## src/rtl/mad_divider.sv

```systemverilog
// mad_divider: inverts R = A*B + C by computing (R - C) / B and (R - C) mod B
// with a restoring divider that retires one quotient bit per cycle.
module mad_divider #(
    parameter int N = 8
) (
    input  logic           clk,
    input  logic           reset,
    input  logic           start,
    input  logic [2*N-1:0] data_in,
    input  logic [N-1:0]   B,
    input  logic [N-1:0]   C,
    output logic [2*N-1:0] quotient,
    output logic [N-1:0]   remainder,
    output logic           busy,
    output logic           done,
    output logic           err_div0,
    output logic           err_uflow
);
    localparam int CW = $clog2(2*N);
    typedef enum logic [1:0] {IDLE, SUB, DIV, DONE} state_t;
    state_t         state_q;
    logic [2*N-1:0] r_q, sh_q, quot_q;
    logic [N-1:0]   b_q, c_q, rmd_q;
    logic [N:0]     rem_q;
    logic [CW-1:0]  cnt_q;
    logic           done_q, div0_q, uflow_q;
    logic [2*N-1:0] diff_d;
    logic [N:0]     shifted_d, trial_d;
    logic           ge_d;
    assign diff_d    = r_q - {{N{1'b0}}, c_q};
    assign shifted_d = {rem_q[N-1:0], sh_q[2*N-1]};
    assign ge_d      = shifted_d >= {1'b0, b_q};
    assign trial_d   = ge_d ? shifted_d - {1'b0, b_q} : shifted_d;
    assign quotient  = quot_q;
    assign remainder = rmd_q;
    assign busy      = state_q != IDLE;
    assign done      = done_q;
    assign err_div0  = div0_q;
    assign err_uflow = uflow_q;
    always_ff @(posedge clk) begin
        if (reset) begin
            state_q <= IDLE;
            r_q     <= '0;
            b_q     <= '0;
            c_q     <= '0;
            sh_q    <= '0;
            rem_q   <= '0;
            cnt_q   <= '0;
            quot_q  <= '0;
            rmd_q   <= '0;
            done_q  <= 1'b0;
            div0_q  <= 1'b0;
            uflow_q <= 1'b0;
        end else begin
            done_q <= 1'b0;
            case (state_q)
                IDLE: if (start) begin
                    r_q     <= data_in;
                    b_q     <= B;
                    c_q     <= C;
                    div0_q  <= 1'b0;
                    uflow_q <= 1'b0;
                    state_q <= SUB;
                end
                SUB: if (b_q == '0) begin
                    quot_q  <= '1;
                    rmd_q   <= '0;
                    div0_q  <= 1'b1;
                    state_q <= DONE;
                end else if (r_q < {{N{1'b0}}, c_q}) begin
                    quot_q  <= '0;
                    rmd_q   <= '0;
                    uflow_q <= 1'b1;
                    state_q <= DONE;
                end else begin
                    sh_q    <= diff_d;
                    rem_q   <= '0;
                    cnt_q   <= CW'(2*N-1);
                    state_q <= DIV;
                end
                DIV: begin
                    // dividend bits leave at the top while quotient bits enter at the bottom
                    sh_q  <= {sh_q[2*N-2:0], ge_d};
                    rem_q <= trial_d;
                    cnt_q <= cnt_q - 1'b1;
                    if (cnt_q == '0) begin
                        quot_q  <= {sh_q[2*N-2:0], ge_d};
                        rmd_q   <= trial_d[N-1:0];
                        state_q <= DONE;
                    end
                end
                DONE: begin
                    done_q  <= 1'b1;
                    state_q <= IDLE;
                end
                default: state_q <= IDLE;
            endcase
        end
    end
endmodule

```

## config.mk

```make
export PLATFORM = sky130hd
export DESIGN_NAME = mad_divider
export DESIGN_NICKNAME = d
export VERILOG_FILES = /design/src/rtl/mad_divider.sv
export SDC_FILE = /design/constraint.sdc
export NUM_CORES = 1
export LEC_CHECK = 0
export CAP_MARGIN = 20
export CORE_ASPECT_RATIO = 1.75
export CORE_MARGIN = 4
export CORE_UTILIZATION = 55
export DETAILED_ROUTE_END_ITERATION = 6
export GPL_TIMING_DRIVEN = 0
export HOLD_SLACK_MARGIN = 0.03
export PLACE_DENSITY_LB_ADDON = 0.1
export SETUP_SLACK_MARGIN = 0.2
export SYNTH_ARGS = -nofsm -noshare
export SYNTH_HDL_FRONTEND = slang
export SYNTH_SLANG_ARGS = --single-unit
```

## constraint.sdc

```tcl
create_clock -name clk -period 3.3 [get_ports clk]
set_clock_uncertainty 0.2 [all_clocks]
set_input_delay 0.66 -clock clk [delete_from_list [all_inputs] [get_ports clk]]
set_output_delay 0.66 -clock clk [all_outputs]
set_load 0.03 [all_outputs]
```

==> impl_metrics.csv <==
group,metric,value,unit
cts,clk_transition_reported_paths,0.06,ns
cells_and_area,area_growth,22.0,%
global_routing,grt_max_degree,16,
setup_path,critPathBufInv,3,
min_path,holdCritPathClass,"reg2reg",
global_routing,initial_antenna_violation_count,0,
setup_path,maximum_cell_stage_delay_along_the_critical_path,0.44,ns
drt,drt_drc_violations_left,0,
power_and_ir_drop,ir_worst_vdd,616,uV
setup_path,cp_top_family,"simple AND/OR/NAND/NOR gates",
cts,cts_hold_repair.buffers,0,
power_and_ir_drop,power_density,1030,mW/mm^2
cells_and_area,num-fill-cells,717,
cts,cts_buffers,9,
cts,cts_tree,"done",
timing,final-setup-viol-count,0,
setup_path,capturing_instance_or_port_of_the_critical_path,"rem_q[6]",
floorplan,die_height,130,um
setup_path,worst-path-max-fanout,10,
setup_path,timing.rr.start,"r_q[0]",
placement,detailed_place_hpwl,9350,um
placement,place_worst_setup_slack,0.412,ns
setup_path,cp-startpoint,"r_q[0]",
drt,wire_per_inst,15.4,um
global_routing,grt_pass1_wl,19500,um
timing,timing.final.crit_period,2.91,ns
timing,slew_headroom,0.512,
status,outcome,"finished, final reports clean",
setup_path,crit_path_start_kind,"flip-flop",
power_and_ir_drop,sequential_cell_fraction_of_total_power,0.267,
yosys,seq_area_frac_synth,0.382,
power_and_ir_drop,sw_frac_of_total,0.463,
yosys,synth.yosys.warnings,0,
setup_path,cpMostUsedCell,"sky130_fd_sc_hd__inv_1",
drt,detailroute.via_count,4324,
floorplan,fp.dieW,77.6,um
floorplan,core,0.00831,mm^2
yosys,number_of_synthesized_register_bits,89,
yosys,yosys_most_used_dff,"sky130_fd_sc_hd__dfxtp_1",
cts,post_cts_resize_count,0,
yosys,post_synth_net_total,637,
timing,final_min_period_over_clock_period,0.883,
yosys,async_reset_ff_frac,0,
timing,final-hold-violation-count,0,
drt,via_density_per_instance,5.61,
yosys,netlist-cell-type-count,67,
setup_path,critical_path_arrival,2.99,ns
cells_and_area,design.final.nets,709,
floorplan,number_of_i_o_pins,63,
global_routing,grt_pass1_vias,4196,
yosys,synth_enable_flop_cells,0,
setup_path,crit_cells,11,
cts,clk_latency,0.34,ns
drt,antenna_violating_nets_post_route,0,
drt,first_pass_iters,5,
power_and_ir_drop,power.share.clock,0.161,
global_routing,total_congestion_overflow,0,
power_and_ir_drop,power_switching,0.00271,W
yosys,post_synth.cell_area_avg,8.05,um^2
cts,cts-root-to-sink-buffers,2,
cts,clkSinkCount,89,
setup_path,regToRegSetupSlack,0.39,ns
global_routing,track_usage,0.242,
drt,initialDrtViolationCount,233,
timing,max_slew.worst_pin.slew,0.733,ns
floorplan,die_area,0.0101,mm^2
cts,cts_htree_levels,3,
cells_and_area,layout.core_utilization,0.685,
power_and_ir_drop,power_frac_comb,0.572,
yosys,synthCells,579,
setup_path,cp-end-kind,"flip-flop",
cts,postCtsSetupBuffers,0,
timing,final-max-slew-violation-count,0,
setup_path,reg2reg_depth,11,
timing,fmax,0.343,GHz
setup_path,crit_chain,"inv_1, ha_1, inv_1, fa_1, a211oi_2, nor3_2, nor4_4, o22ai_1, buf_4, nor2_1, o2bb2ai_1",
cts,cts-root-buf,"sky130_fd_sc_hd__clkbuf_16",
flow_run,max-cap-violations,0,
drt,drt-total-wl,11900,um
timing,rsz_0062_raised_after_global_routing,"no",
cells_and_area,num_antenna_cells,0,
timing,timing.final.ws_setup,0.386,ns
setup_path,critical_path.slowest_cell,"sky130_fd_sc_hd__fa_1",
power_and_ir_drop,p_int,0.00314,W
placement,gp_congestion,0.942,
power_and_ir_drop,leakagePower,2.15,nW
floorplan,floorplan.rows,44,
timing,setup-tns-final,0,ns
setup_path,cp.required,3.37,ns
floorplan,initial_utilization,0.561,
yosys,syn_area,0.00466,mm^2
setup_path,end_of_the_worst_register_to_register_path,"rem_q[6]",
cells_and_area,post_route_cells_drive_above_1_share,0.0823,
placement,io_buffers,61,
setup_path,crit_type,"reg2reg",
==> cell families after synthesis <==
family          synth area share
simple gates               0.224
compound gates             0.231
flops                      0.382
buf+inv                   0.0596
fa+ha+maj                 0.0649
xor+xnor                  0.0282
mux                       0.0110
==> registers in the layout, summed over array words and instances (netlist names) <==
signal,flops
sh_q,16
b_q,8
quotient,16
c_q,8
err_uflow,1
r_q,16
err_div0,1
done,1
remainder,8
rem_q,8
state_q,2
cnt_q,4
==> cells in the mapped netlist, drive strengths merged (4+ instances only) <==
cell type  count  area share
o211ai         7       0.011
clkbuf        22       0.018
o21ai         12       0.014
o31ai          4      0.0064
nand2         99       0.081
nand3         10       0.011
nand2b         9       0.012
nor4           9       0.019
dfxtp         89        0.38
nor2b          7      0.0094
inv           32       0.026
a311oi         5       0.016
o22ai          4      0.0054
ha            21       0.056
nor3          28       0.031
xor2           6       0.011
mux2i          4      0.0086
nor2          51       0.041
a211oi        14       0.029
xnor2          9       0.017
a31oi          9       0.012
buf           12       0.016
a21oi         68       0.073
o2bb2ai        4      0.0075
==> layout make-up <==
cell class              instances  area (um^2)  area share
well taps                     115          144      0.0253
clock inverters                 6         43.8     0.00770
inverters                      32          120      0.0211
plain buffers                  34          158      0.0277
multi-input cells             424         2600       0.458
clock buffers                  10          229      0.0402
repair buffers                 61          611       0.107
flip-flops and latches         89         1780       0.313
==> how the worst min path moves through the flow <==
stage	startpoint	endpoint	slack (ns)	cells past startpoint
2_1_floorplan	c_q[1]	c_q[1]	0.24	2
3_3_place_gp	r_q[0]	r_q[0]	0.25	2
3_5_place_dp	c_q[4]	c_q[4]	0.25	2
4_1_cts	c_q[3]	c_q[3]	0.26	2
5_1_grt	c_q[3]	c_q[3]	0.28	2
6_report	c_q[3]	c_q[3]	0.26	2
==> metrics by stage <==
stage               total power [W]  hold slack, ns  cell area (um^2)  instances
floorplan                   0.00404           0.236              4660        579
global placement            0.00481           0.246              5420        755
detailed placement          0.00490           0.249              5420        755
CTS                         0.00585           0.258              5690        771
global route                0.00628           0.280              5690        771
finish                      0.00585           0.256              5690        771
==> layer usage <==
metal	vias up	share of wire	GRT usage
met1	1987	0.40	0.266
met5	-	0	0
met4	0	0.038	0.135
met2	128	0.51	0.438
li1	2177	-	-
met3	32	0.043	0.0394
==> layout by cell type (no fill, tap or decap), types with 10 or more instances in the layout <==
| cell type | instances |
|---|---|
| sky130_fd_sc_hd__a21oi_1 | 68 |
| sky130_fd_sc_hd__ha_1 | 21 |
| sky130_fd_sc_hd__nand2_1 | 96 |
| sky130_fd_sc_hd__nor2_1 | 51 |
| sky130_fd_sc_hd__inv_1 | 31 |
| sky130_fd_sc_hd__clkbuf_1 | 23 |
| sky130_fd_sc_hd__dfxtp_1 | 89 |
| sky130_fd_sc_hd__clkdlybuf4s50_1 | 61 |
| sky130_fd_sc_hd__nor3_1 | 27 |
| sky130_fd_sc_hd__nand3_1 | 10 |
==> power by group through the flow <==
stage | Combinational [W] | Sequential (W) | Clock [W]
after global routing | 0.00369 | 0.00159 | 0.00100
after floorplan | 0.00239 | 0.00166 | 0
after CTS | 0.00333 | 0.00156 | 0.000952
final | 0.00335 | 0.00156 | 0.000940
after global placement | 0.00324 | 0.00157 | 0
after detailed placement | 0.00332 | 0.00158 | 0
==> worst register-to-register path, delay by kind of cell (launching register included) <==
family / cells / cell delay, ns
adder cells (fa/ha/maj): 2 / 0.60
AND/OR/NAND/NOR: 3 / 0.78
AO/OA/AOI/OAI: 3 / 0.63
flip-flops: 1 / 0.31
buffers and inverters: 3 / 0.32
(Power assumes the default switching activity.)
